**src/rtl/pixel_write_arbiter.sv**
```systemverilog
// pixel_write_arbiter: shares the framebuffer pixel write port between N_REQ
// round-robin requesters and a built-in full-screen clear engine that has
// priority over all of them.
// Optional: PIXEL_ARB_FRAME_LOCK_EN adds a vblank input that gates writes.
module pixel_write_arbiter #(
  parameter int unsigned N_REQ = 4,
  parameter int unsigned X_MAX = 159,
  parameter int unsigned Y_MAX = 119
) (
  input  logic                 clk,
  input  logic                 resetn,
  input  logic [N_REQ-1:0]     req_valid,
  input  logic [8*N_REQ-1:0]   req_x,
  input  logic [7*N_REQ-1:0]   req_y,
  input  logic [3*N_REQ-1:0]   req_color,
  output logic [N_REQ-1:0]     req_ready,
  input  logic                 clear_start,
  input  logic [2:0]           clear_color,
`ifdef PIXEL_ARB_FRAME_LOCK_EN
  input  logic                 vblank,
`endif
  output logic                 clear_busy,
  output logic                 wr_en,
  output logic [7:0]           wr_x,
  output logic [6:0]           wr_y,
  output logic [2:0]           wr_color
);

  localparam int unsigned XW = 8;
  localparam int unsigned YW = 7;
  localparam int unsigned CW = 3;
  localparam int unsigned PW = (N_REQ > 1) ? $clog2(N_REQ) : 1;

  typedef enum logic {ST_ARB, ST_CLEAR} state_e;

  state_e          state_q, state_d;
  logic [PW-1:0]   rr_ptr_q, rr_ptr_d;
  logic [XW-1:0]   cx_q, cx_d;
  logic [YW-1:0]   cy_q, cy_d;
  logic [CW-1:0]   fill_q, fill_d;
  logic            busy_q, busy_d;
  logic            wr_en_q, wr_en_d;
  logic [XW-1:0]   wr_x_q, wr_x_d;
  logic [YW-1:0]   wr_y_q, wr_y_d;
  logic [CW-1:0]   wr_color_q, wr_color_d;
  logic [N_REQ-1:0] ready_c;
  logic            found_c;
  logic [PW-1:0]   win_c;
  logic [PW-1:0]   cand_c;
  logic            frame_ok_c;

  // Write window: always open unless frame locking is compiled in.
`ifdef PIXEL_ARB_FRAME_LOCK_EN
  assign frame_ok_c = vblank;
`else
  assign frame_ok_c = 1'b1;
`endif

  // Round-robin search: first valid requester after the last winner.
  always_comb begin
    found_c = 1'b0;
    win_c   = '0;
    cand_c  = '0;
    for (int unsigned k = 1; k <= N_REQ; k++) begin
      cand_c = PW'((32'(rr_ptr_q) + k) % N_REQ);
      if (!found_c && req_valid[cand_c]) begin
        found_c = 1'b1;
        win_c   = cand_c;
      end
    end
  end

  // Next-state, grant and write-port decode.
  always_comb begin
    state_d    = state_q;
    rr_ptr_d   = rr_ptr_q;
    cx_d       = cx_q;
    cy_d       = cy_q;
    fill_d     = fill_q;
    busy_d     = busy_q;
    wr_en_d    = 1'b0;
    wr_x_d     = wr_x_q;
    wr_y_d     = wr_y_q;
    wr_color_d = wr_color_q;
    ready_c    = '0;
    case (state_q)
      ST_ARB: begin
        if (clear_start) begin
          fill_d  = clear_color;
          cx_d    = '0;
          cy_d    = '0;
          busy_d  = 1'b1;
          state_d = ST_CLEAR;
        end else if (found_c && frame_ok_c) begin
          ready_c[win_c] = 1'b1;
          wr_en_d        = 1'b1;
          wr_x_d         = req_x[32'(win_c)*8 +: 8];
          wr_y_d         = req_y[32'(win_c)*7 +: 7];
          wr_color_d     = req_color[32'(win_c)*3 +: 3];
          rr_ptr_d       = win_c;
        end
      end
      ST_CLEAR: begin
        if (frame_ok_c) begin
          wr_en_d    = 1'b1;
          wr_x_d     = cx_q;
          wr_y_d     = cy_q;
          wr_color_d = fill_q;
          if (cx_q == XW'(X_MAX)) begin
            cx_d = '0;
            if (cy_q == YW'(Y_MAX)) begin
              cy_d    = '0;
              busy_d  = 1'b0;
              state_d = ST_ARB;
            end else begin
              cy_d = cy_q + YW'(1);
            end
          end else begin
            cx_d = cx_q + XW'(1);
          end
        end
      end
      default: state_d = ST_ARB;
    endcase
  end

  // State and output registers; reset aborts any clear in flight.
  always_ff @(posedge clk or negedge resetn) begin
    if (!resetn) begin
      state_q    <= ST_ARB;
      rr_ptr_q   <= PW'(N_REQ - 1);
      cx_q       <= '0;
      cy_q       <= '0;
      fill_q     <= '0;
      busy_q     <= 1'b0;
      wr_en_q    <= 1'b0;
      wr_x_q     <= '0;
      wr_y_q     <= '0;
      wr_color_q <= '0;
    end else begin
      state_q    <= state_d;
      rr_ptr_q   <= rr_ptr_d;
      cx_q       <= cx_d;
      cy_q       <= cy_d;
      fill_q     <= fill_d;
      busy_q     <= busy_d;
      wr_en_q    <= wr_en_d;
      wr_x_q     <= wr_x_d;
      wr_y_q     <= wr_y_d;
      wr_color_q <= wr_color_d;
    end
  end

  // Grant is combinational and held low while reset is asserted.
  assign req_ready  = resetn ? ready_c : '0;
  assign clear_busy = busy_q;
  assign wr_en      = wr_en_q;
  assign wr_x       = wr_x_q;
  assign wr_y       = wr_y_q;
  assign wr_color   = wr_color_q;

endmodule

```
**config.mk**
```make
export PLATFORM = sky130hd
export DESIGN_NAME = pixel_write_arbiter
export DESIGN_NICKNAME = d
export VERILOG_FILES = /design/src/rtl/pixel_write_arbiter.sv
export SDC_FILE = /design/constraint.sdc
export NUM_CORES = 1
export LEC_CHECK = 0
export CAP_MARGIN = 20
export CORE_ASPECT_RATIO = 0.9
export CORE_MARGIN = 2
export CORE_UTILIZATION = 60
export CTS_CLUSTER_DIAMETER = 80
export DETAILED_ROUTE_END_ITERATION = 16
export DONT_BUFFER_PORTS = 1
export PLACE_DENSITY = 0.81
export RECOVER_POWER = 100
export REMOVE_ABC_BUFFERS = 1
export SETUP_SLACK_MARGIN = 0.2
export SYNTH_ARGS = -nofsm -noshare
export SYNTH_HDL_FRONTEND = slang
export SYNTH_SLANG_ARGS = --single-unit
```
**constraint.sdc**
```tcl
create_clock -name clk -period 5 [get_ports clk]
set_clock_uncertainty 0.15 [all_clocks]
set_input_delay 0.5 -clock clk [delete_from_list [all_inputs] [get_ports clk]]
set_output_delay 0.5 -clock clk [all_outputs]
set_load 0.005 [all_outputs]
```
==> Yosys cells after proc, flatten, opt, wreduce, memory -nomap -nowiden <==
Cells that the tools add are included.
{ "classes": {"n_addsub": 6, "n_mul": 2, "magnitude_cmp": 6, "n_eq_ne": 7, "shift": 3, "n_mux": 49, "bitwise": 2, "n_reduce_logical": 12} }
{ "ops": {"columns": ["op", "count"], "rows": [
  ["2-to-1 mux 7 bit", 5],
  ["2-to-1 mux 8 bit", 4],
  ["case mux 8 bit (2 select lines)", 2],
  ["indexed part select 32 x 6 -> 8 bit", 1],
  ["case mux 7 bit (2 select lines)", 2],
  ["indexed part select 28 x 6 -> 7 bit", 1],
  ["2-to-1 mux 1 bit", 17],
  ["2-to-1 mux 4 bit", 4],
  ["< comparator 2 x 3 -> 1 bit, second input constant", 5],
  ["indexed part select 12 x 5 -> 3 bit", 1],
  ["adder 8 x 1 -> 8 bit, second input constant", 1],
  ["binary-select mux 1 bit (select 2 bit)", 4],
  ["equality test 8 bit, second input constant", 1],
  ["2-to-1 mux 2 bit", 4],
  ["adder 7 x 1 -> 7 bit, second input constant", 1],
  ["equality test 7 bit, second input constant", 1],
  ["2-to-1 mux 3 bit", 2],
  ["!= test 2 bit, second input constant", 3],
  ["case mux 1 bit (2 select lines)", 3],
  ["case mux 3 bit (2 select lines)", 1],
  ["AND reduction 2 bit", 3],
  ["AND reduction 3 bit", 2],
  ["multiplier 2 x 3 -> 5 bit, second input constant", 1],
  ["adder 2 x 1 -> 2 bit, second input constant", 2],
  ["other kinds (8)", 16]
]} }
{ "totals": {"reg_bits": 41, "inputBits": 82, "out_inout_bits": 24, "word_cells": 97} }

==> Longest topological paths before layout <==
Gate-level depths: netlist of the first run.
{ "depth": {"depth_word": 21, "ltp_mapped": 7, "mapped_depth_nobuf": 6} }

==> Worst setup path before layout of the first run <==
Ideal clock, no wire load.
{ "synth_timing": {"path_kind": "input to output", "startpoint": "in clear_start", "endpoint": "out req_ready[1]", "arrival_time_ns": 1.616, "required_ns": 4.350, "slack_ns": 2.734, "path_stages": 5, "path_buffers": 2, "path_cell_list": "clkbuf_1 -> nor3_1 -> nand2_1 -> buf_2 -> nor3_1"} }
{ "synth_via": {"elab_chain_len": 3} }
{ "synth_lines": {"columns": ["element", "line_no", "source"], "rows": [
  ["start, declared", "17", "input logic clear_start,"],
  ["2-to-1 mux 4 bit", "88", "if (clear_start) begin"],
  ["2-to-1 mux 4 bit", "86", "case (state_q)"],
  ["2-to-1 mux 4 bit", "155", "assign req_ready = resetn ? ready_c : '0;"],
  ["end, declared", "16", "output logic [N_REQ-1:0] req_ready,"]
]} }
Every way passes these cells.

==> Worst setup path after layout of the first run <==
{ "layout_timing": {"startpoint": "reg state_q", "endpoint": "out req_ready[2]"} }
{ "layout_via": {"elab_chain_len": 2} }
{ "layout_lines": {"columns": ["element", "line_no", "source"], "rows": [
  ["start, declared", "36", "state_e state_q, state_d;"],
  ["start signal, assigned", "141", "state_q <= state_d;"],
  ["2-to-1 mux 4 bit", "86", null],
  ["2-to-1 mux 4 bit", "155", null]
]} }
Every way passes these cells.

==> results of run 1 <==
## flip-flops by register name, indices dropped and copies added (netlist names)
name,flops
wr_y,7
wr_x,8
rr_ptr_q,2
state_q,1
clear_busy,1
cx_q,8
fill_q,3
wr_color,3
cy_q,7
wr_en,1
## final timing paths
check                                   startpoint                    end  slack (ns)  cells after the start
min in group asynchronous                   resetn    wr_x[5]$_DFFE_PN0P_        1.26                      2
min reg2reg                  fill_q[2]$_DFFE_PN0P_  fill_q[2]$_DFFE_PN0P_        0.36                      1
max                              state_q$_DFF_PN0_           req_ready[2]        1.32                      5
max reg2reg                rr_ptr_q[0]$_DFFE_PN1P_    wr_x[1]$_DFFE_PN0P_        1.55                      6
min                                    clear_start    cy_q[6]$_DFFE_PN0P_        0.17                      1
max in group asynchronous                   resetn    wr_y[1]$_DFFE_PN0P_        2.21                      2
## synthesized netlist by cell type (2+ instances only)
library cell / count
a21o_1: 4
a21oi_1: 3
a22oi_1: 17
buf_2: 2
buf_4: 4
clkbuf_1: 8
dfrtp_1: 39
dfstp_2: 2
ha_1: 2
inv_1: 8
mux2_2: 3
mux2i_1: 37
nand2_1: 15
nand2b_1: 2
nand3_1: 6
nand4_1: 2
nor2_1: 11
nor2_2: 2
nor2b_1: 2
nor3_1: 3
nor4_1: 2
o21a_1: 2
o21ai_0: 14
o21ai_1: 3
o221ai_1: 18
o22ai_1: 2
o31ai_1: 4
o41ai_1: 2
xnor2_1: 2
xor2_1: 2
## cells by family (layout without fill, tap and decap cells)
logic type	Yosys count	count (layout)	share of synthesized area [%]
AOI/OAI and AO/OA	75	75	22.35
and+or+nand+nor	53	53	11.92
DFF	41	41	42.05
muxes	40	40	16.52
buffers and inverters	24	24	4.706
xor gates and xnor gates	4	4	1.432
adders and majority gates	2	2	1.023
## final cells by class
type                       count  area [µm²]  share of cell area [%]
multi-input combinational    174        1291                   50.99
sequential                    41        1028                   40.61
clock buffer                   6       72.57                   2.866
tap                           48       60.06                   2.372
timing repair buffer           7       36.28                   1.433
inverter                       9       33.78                   1.334
clock inverter                 2       10.01                  0.3953
## worst max-delay path, delay by kind of cell, from the launching register on
kind            cells  cell delay (ns)
flops               1             0.35
buf+inv             2             1.91
simple gates        2             0.29
compound gates      1             0.19
## through the flow
| step | hold slack, ns | power [mW] |
|---|---|---|
| after detailed placement | 0.05531 | 0.4246 |
| after CTS | 0.1386 | 0.6386 |
| final | 0.1653 | 0.6273 |
| after floorplan | 0.05441 | 0.4135 |
| after global placement | 0.05532 | 0.4180 |
| after global routing | 0.1521 | 0.6575 |
## cells in the final DEF, fill, tap and decap left out, types with 2 or more instances in the layout
cell type and n:
dfrtp_1 39, mux2i_1 37, o221ai_1 18, a22oi_1 17
o21ai_0 16, nand2_1 15, nor2_1 12, inv_1 8
nand3_1 6, clkbuf_1 6, clkbuf_8 5, a21o_1 4
o31ai_1 4, a21oi_1 3, nor3_1 3, mux2_2 3
o22ai_1 2, nand2b_1 2, a211oi_1 2, nor4_1 2
nand4_1 2, o41ai_1 2, nor2b_1 2, xnor2_1 2
xor2_1 2, o21a_1 2, ha_1 2, clkinv_2 2
## per-layer routing
| metal | global-route usage [%] | routed length [µm] | vias to the layer above |
|---|---|---|---|
| li1 | - | - | 915 |
| met1 | 34.04 | 2362 | 957 |
| met2 | 40.74 | 2667 | 88 |
| met3 | 6.998 | 547 | 4 |
| met4 | 7.075 | 34 | 0 |
| met5 | 0 | 0 | - |
## power groups by stage
stage | Sequential, mW | Combinational, mW | Clock [mW]
detailed placement | 0.350 | 0.0751 | 0
finish | 0.342 | 0.0782 | 0.207
global placement | 0.349 | 0.0689 | 0
CTS | 0.343 | 0.0843 | 0.211
floorplan | 0.348 | 0.0657 | 0
global route | 0.343 | 0.0871 | 0.227
==> results.ini, run 1 <==
[run_status]
status=finished with violations
failed_checks=max-capacitance violations, max-slew violations

[clocking]
clock_sinks=41
postCtsHoldBufs=2
cts_tree=yes
cts_buffers=5
ctsResizeCount=0
clock_path_buffers=2
htreeDepth=2
clkTransAtPathRegs_ns=0.08
cts-root-buf=clkbuf_8
postCtsSetupRepairBufs=0
clk_latency_ns=0.29

[yosys]
netlist_area_um2=2446
ys_warn_count=0
syn-instance-count=239
synth_area_leaders=dfrtp_1 (40%), mux2i_1 (15%), o221ai_1 (6.4%)
synth_flop_cell=dfrtp_1
synth_seq_cells=41
seq_area_frac_synth_pct=42.05
yosysTopAreaCellShare_pct=39.90
synthArstFlopShare_pct=100.0
synth_edf_count=0
ys_types=46
syn-mean-instance-area_um2=10.23
synth_top_area_cell=dfrtp_1

[power_and_ir_drop]
p_int_uw=471.5
irDropWorstVdd_uv=159.5
p_per_area_nw_per_um2=247.7
switching_share_pct=24.85
share_comb_of_total_power_pct=12.5
pwr-share-clk_pct=33.0
p_seq_share_pct=54.6
power_switching_uw=155.9
p_leak_nw=1.063

[sta]
fin_tns_setup_ns=0
slew_violations=77
hold_viol=0
rsz0062_at_grt=false
worstMarginPinSlew_ns=2.174
max_freq_ghz=0.2718
slew_headroom_pct=-44.92
fin_crit_sh_pct=73.59
finalCriticalPeriod_ns=3.680
setup_slack_ns=1.320
setup_violations=0

[routing]
ant_nets=0
drtIter0Drc=155
drc=0
vias_per_cell=6.843
totalWireLength_um=5612
drtPass1Iterations=4
vias=1964
routedWlPerCell_um=19.55

[hold_path]
hold_path.class=input pin to flop

[setup_path]
crit_type=flop to output port
max_stage_delay_ns=1.11
cp_slowest_cell=clkbuf_1
path_max_fanout=34
startpoint_type=flop
critPathMostFrequentCell=clkbuf_1
crit_path_end_kind=output port
path_cells=clkbuf_1 > a2111o_1 > clkbuf_1 > nor2_1 > and2_0
critical_path_arrival_ns=3.03
required_ns=4.35

[place]
routabilityCongestion=0.8674
place_inst=277
dpl.hpwl_um=3912
dp_slack_ns=2.534
dpl_cell_area_um2=2477
io_buffers=0

[cells_and_area]
fin_nets=322
layout-drive-gt1-share_pct=7.113
area_growth_pct=3.529
insertedDiodeCount=0
fin_cells=287
nFillCells=353
fin_area_um2=2532
fin_util_pct=63.45

[flow_run]
maxCapViolations=2

[floorplan]
start_util_pct=61.29
num_rows=22
boundaryPins=106
fp.dieW_um=71.31
die-area_um2=4605
fp.coreArea_um2=3991
die_y_um=64.58

[global_route]
grt_pass1_wl_um=9142
overflow=0
antenna_found_initial=0
track_usage_pct=25.44
grt_pass1_vias=1906
grt_start_max_net_pins=42

Note: power is estimated with default switching activity, not from simulation.
==> run 2: changes to the inputs <==
--- a/config.mk
+++ b/config.mk
@@ -8,11 +8,11 @@
 export CAP_MARGIN = 20
 export CORE_ASPECT_RATIO = 0.9
 export CORE_MARGIN = 2
-export CORE_UTILIZATION = 60
+export CORE_UTILIZATION = 57
 export CTS_CLUSTER_DIAMETER = 80
 export DETAILED_ROUTE_END_ITERATION = 16
 export DONT_BUFFER_PORTS = 1
-export PLACE_DENSITY = 0.81
+export PLACE_DENSITY = 0.8
 export RECOVER_POWER = 100
 export REMOVE_ABC_BUFFERS = 1
 export SETUP_SLACK_MARGIN = 0.2
==> constraint.sdc (replaced) <==
create_clock -name clk -period 3 [get_ports clk]
set_clock_uncertainty 0.15 [all_clocks]
set_input_delay 0.3 -clock clk [delete_from_list [all_inputs] [get_ports clk]]
set_output_delay 0.3 -clock clk [all_outputs]
set_load 0.005 [all_outputs]
==> run 2 against run 1 <==
The flow still finishes with violations (max-capacitance violations, max-slew violations). Critical path depth stayed put. Sequential cell count did not move. Clock power rose by 74%. Sequential share of layout area fell by 0.77 points. Core utilization down 0.51 points. Die area rose by 4.9%.
==> results.ini, run 2 (synthesized netlist as in run 1, its figures left out) <==
[run_status]
status=finished with violations
failed_checks=max-capacitance violations, max-slew violations

[setup_path]
critical_path_arrival_ns=1.98
startpoint_type=flop
path_max_fanout=12
crit_type=flop to output port
required_ns=2.55
crit_path_end_kind=output port

[place]
dpl_cell_area_um2=2485
dp_slack_ns=0.7753
io_buffers=0
place_inst=279
dpl.hpwl_um=3968
routabilityCongestion=0.8741

[routing]
drc=0
ant_nets=0
drtIter0Drc=96
routedWlPerCell_um=19.15
drtPass1Iterations=5
vias=1965
totalWireLength_um=5572
vias_per_cell=6.753

[sta]
fin_crit_sh_pct=80.94
setup_violations=0
whs_ns=0.007750
finalCriticalPeriod_ns=2.428
slew_violations=42
max_freq_ghz=0.4118
fin_tns_setup_ns=0
slew_headroom_pct=-17.92
worstMarginPinSlew_ns=1.769
rsz0062_at_grt=false
setup_slack_ns=0.5719
hold_viol=0

[global_route]
use_met1_pct=33.70
overflow=0
met2_usage_pct=37.16
grt_pass1_vias=1834
grt_start_max_net_pins=42
antenna_found_initial=0
grt_pass1_wl_um=8942
top_usage_layer=met2
met3_usage_pct=6.250
track_usage_pct=23.98

[cells_and_area]
fin_area_um2=2581
fin_nets=326
insertedDiodeCount=0
fin_cells=291
fin_util_pct=62.93
nFillCells=359
final_cell_mix=dfrtp_1 (39), mux2i_1 (37), o221ai_1 (18)
layout_commonest_cell=dfrtp_1
layout-drive-gt1-share_pct=7.819
area_growth_pct=5.524

[floorplan]
num_rows=22
die_y_um=66.15
fp.dieW_um=73.05
boundaryPins=106
fp.coreArea_um2=4101
die-area_um2=4832
start_util_pct=59.64

[power_and_ir_drop]
irDropWorstVdd_uv=266.1
p_leak_nw=1.085
p_per_area_nw_per_um2=412.9
totalPowerFinal_mw=1.066

[clocking]
clkTransAtPathRegs_ns=0.08
clock_path_buffers=2
cts-root-buf=clkbuf_8
htreeDepth=2
cts_buffers=5
cts_tree=yes
clock_sinks=41
clk_latency_ns=0.29
ctsResizeCount=0

[flow_run]
maxCapViolations=1

[hold_path]
hold_path.class=input pin to flop

==> run 2: layer usage <==
layer	vias to the layer above	share of wire, %
met5	-	0
met4	0	0.74
met3	6	9.2
met2	99	48
met1	936	42
li1	924	-
==> run 2: worst paths after layout <==
| path | startpoint | to | slack, ns | depth (start not counted) |
|---|---|---|---|---|
| hold / removal | clear_color[1] | fill_q[1]$_DFFE_PN0P_ | 0.008 | 1 |
| max in group asynchronous | resetn | clear_busy$_DFFE_PN0P_ | 0.66 | 2 |
| setup / recovery | rr_ptr_q[0]$_DFFE_PN1P_ | req_ready[2] | 0.57 | 5 |
| min in group asynchronous | resetn | wr_x[7]$_DFFE_PN0P_ | 1.01 | 2 |
| hold reg to reg | fill_q[1]$_DFFE_PN0P_ | fill_q[1]$_DFFE_PN0P_ | 0.37 | 1 |
| setup reg to reg | cx_q[0]$_DFFE_PN0P_ | cx_q[5]$_DFFE_PN0P_ | 0.72 | 6 |
==> run 2: power by group <==
part	switching, mW	total [mW]	internal [mW]
Sequential	0.00854	0.571	0.563
Clock	0.174	0.361	0.188
Combinational	0.0686	0.133	0.0646
Total	0.251	1.07	0.815
==> run 2: area by class of cell <==
class	instances	area [µm²]	share of cell area, %
Inverter	9	33.78	1.309
Multi-Input combinational cell	174	1280	49.59
Clock buffer	8	90.09	3.490
Timing Repair Buffer	11	88.84	3.442
Tap cell	48	60.06	2.327
Sequential cell	41	1028	39.84
==> run 2: worst max-delay path, stage by stage (launching register included) <==
cell and delay [ns]:
dfstp_1 0.56, nand2b_1 0.14, o22ai_1 0.10, a2111o_1 0.59, nor2_1 0.14, and2_0 0.16
==> run 2: what timing repair did <==
item	CTS	global route
hold buffers	3	1
endpoints found under the hold margin	43	1
setup buffers	0	0
==> run 3: changes to the inputs <==
==> constraint.sdc (replaced) <==
create_clock -name clk -period 2.2 [get_ports clk]
set_clock_uncertainty 0.15 [all_clocks]
set_input_delay 0.22 -clock clk [delete_from_list [all_inputs] [get_ports clk]]
set_output_delay 0.22 -clock clk [all_outputs]
set_load 0.005 [all_outputs]
==> run 3 against run 2 <==
Sequential share of layout area down 5.9 points. Critical path type is now flop to flop. Worst setup slack worse by 0.58 ns. Cell area up 18%. Clock power up 40%. Worst hold slack worse by 0.013 ns. Critical path depth up 1. Die area unchanged. First-iteration DRC count up 100%. The flow finishes with violations (negative hold slack, negative setup slack). Highest routed layer unchanged. Non-clock buffer count up 30. Sequential cell count unchanged.
==> results.ini, run 3 (synthesized netlist as in run 1, its figures left out) <==
[run_status]
status=finished with violations
failed_checks=negative hold slack, negative setup slack

[sta]
rsz0062_at_grt=true
setup_violations=1
whs_ns=-0.004885
slew_headroom_pct=32.21
setup_slack_ns=-0.004994
fin_crit_sh_pct=100.2
max_freq_ghz=0.4535
slew_violations=0
worstMarginPinSlew_ns=1.017
fin_tns_setup_ns=-0.004994
finalCriticalPeriod_ns=2.205
hold_viol=1

[global_route]
antenna_found_initial=0
grt_pass1_wl_um=9597
grt_pass1_vias=1939
overflow=0
grt_start_max_net_pins=42
track_usage_pct=26.50

[floorplan]
num_rows=22
start_util_pct=59.64
die-area_um2=4832
boundaryPins=106
fp.dieW_um=73.05
die_y_um=66.15
fp.coreArea_um2=4101

[routing]
totalWireLength_um=6829
drc=0
ant_nets=0
routedWlPerCell_um=21.27
vias_per_cell=6.785
drtPass1Iterations=4
drtIter0Drc=195
vias=2178

[place]
dpl.hpwl_um=4163
io_buffers=0
routabilityCongestion=0.9045
dpl_cell_area_um2=2577

[setup_path]
timing.rr.start=cx_q[1]$_DFFE_PN0P_
required_ns=2.27
startpoint_type=flop
r2r_cells=6
r2r_end=cy_q[6]$_DFFE_PN0P_
crit_path_end_kind=flop
crit_type=flop to flop
path_max_fanout=7
regToRegSetupSlack_ns=-0.005
critical_path_arrival_ns=2.27

[cells_and_area]
layout_commonest_cell=dfrtp_1
fin_area_um2=3038
area_growth_pct=24.19
insertedDiodeCount=0
layout-drive-gt1-share_pct=24.18
final_cell_mix=dfrtp_1 (38), mux2i_1 (33), buf_4 (19)
fin_nets=356

[clocking]
clk_latency_ns=0.29
cts_buffers=5
clkTransAtPathRegs_ns=0.08
cts-root-buf=clkbuf_8
cts_tree=yes
clock_path_buffers=2
clock_sinks=41
htreeDepth=2

[power_and_ir_drop]
p_int_mw=1.201
irDropWorstVdd_uv=538.9
totalPowerFinal_mw=1.594
p_seq_share_pct=49.0
share_comb_of_total_power_pct=19.2
power_switching_uw=393.3
pwr-share-clk_pct=31.8
p_per_area_nw_per_um2=524.7
switching_share_pct=24.68
p_leak_nw=1.267

[hold_path]
whs_endpoint=wr_y[6]$_DFFE_PN0P_
hold_path_startpoint=req_y[27]
min_path_cells=2
hold_path.class=input pin to flop

[flow_run]
maxCapViolations=0

-- run 3: cell types whose count changed in the layout (fill, tap and decap cells not counted), moves of 3 or more --
cell | before | now
buf_12 | 0 | 3
buf_4 | 5 | 19
clkbuf_2 | 1 | 4
dlygate4sd3_1 | 3 | 8
mux2i_1 | 37 | 33
mux2i_2 | 0 | 4
nor3_1 | 4 | 0
nor3_2 | 0 | 3
-- run 3: critical path, stage by stage (launching register included) --
cell and delay, ns:
dfrtp_1 0.39, ha_4 0.18, nand4_4 0.13, or4_1 0.69, nor4b_2 0.34, o21ai_1 0.13, o21ai_1 0.12
-- run 3: stage by stage --
step	hold WS, ns	worst slack (ns)	utilization [%]	cells
floorplan	-0.2256	-1.611	-	224
global placement	-0.2245	0.1413	62.84	288
detailed placement	-0.2247	0.1326	62.84	288
CTS	-0.1366	0.1220	69.65	311
global route	0.01684	-0.09287	74.07	321
finish	-0.004885	-0.004994	74.07	321
-- run 3: repair_timing --
| action | 4_1_cts | 5_1_grt |
|---|---|---|
| hold buffers | 8 | 1 |
| setup buffers | 6 | 7 |
| endpoints found under the hold margin | 48 | 1 |
| pin swaps | 3 | 14 |
| endpoints found under the setup margin | 15 | 31 |
| cloned | 1 | 2 |
| resized for setup | 4 | 23 |
-- run 3: power by group through the flow --
| stage | clock network (mW) | registers (mW) | logic [mW] |
|---|---|---|---|
| 3_3_place_gp | 0 | 0.793 | 0.173 |
| 3_5_place_dp | 0 | 0.794 | 0.179 |
| 5_1_grt | 0.541 | 0.783 | 0.325 |
| 6_report | 0.506 | 0.781 | 0.306 |
| 4_1_cts | 0.508 | 0.780 | 0.248 |
| 2_1_floorplan | 0 | 0.791 | 0.149 |
-- run 3: how the worst max path moves through the flow --
stage / from / end / slack (ns) / cells after the start
after global placement: cx_q[0]$_DFFE_PN0P_ / cx_q[5]$_DFFE_PN0P_ / 0.14 / 7
after CTS: rr_ptr_q[0]$_DFFE_PN1P_ / req_ready[2] / 0.12 / 5
after detailed placement: cx_q[0]$_DFFE_PN0P_ / cx_q[5]$_DFFE_PN0P_ / 0.13 / 7
after global routing: cx_q[1]$_DFFE_PN0P_ / cy_q[6]$_DFFE_PN0P_ / -0.09 / 6
after floorplan: rr_ptr_q[0]$_DFFE_PN1P_ / req_ready[0] / -1.61 / 4
final: cx_q[1]$_DFFE_PN0P_ / cy_q[6]$_DFFE_PN0P_ / -0.005 / 6
-- run 3: cell type report --
class | instances | area, µm²
multi-input cells | 174 | 1410
inverters | 9 | 37.54
flip-flops and latches | 41 | 1030
well taps | 48 | 60.06
fillers | 310 | 1064
clock buffers | 8 | 90.09
repair buffers | 41 | 410.4
-- run 3: routing by layer --
layer	GRT usage [%]	vias up	routed length (µm)
li1	-	986	-
met1	36.30	1063	2795
met2	43.24	121	3390
met3	5.793	8	586
met4	5.556	0	57
met5	0	-	0
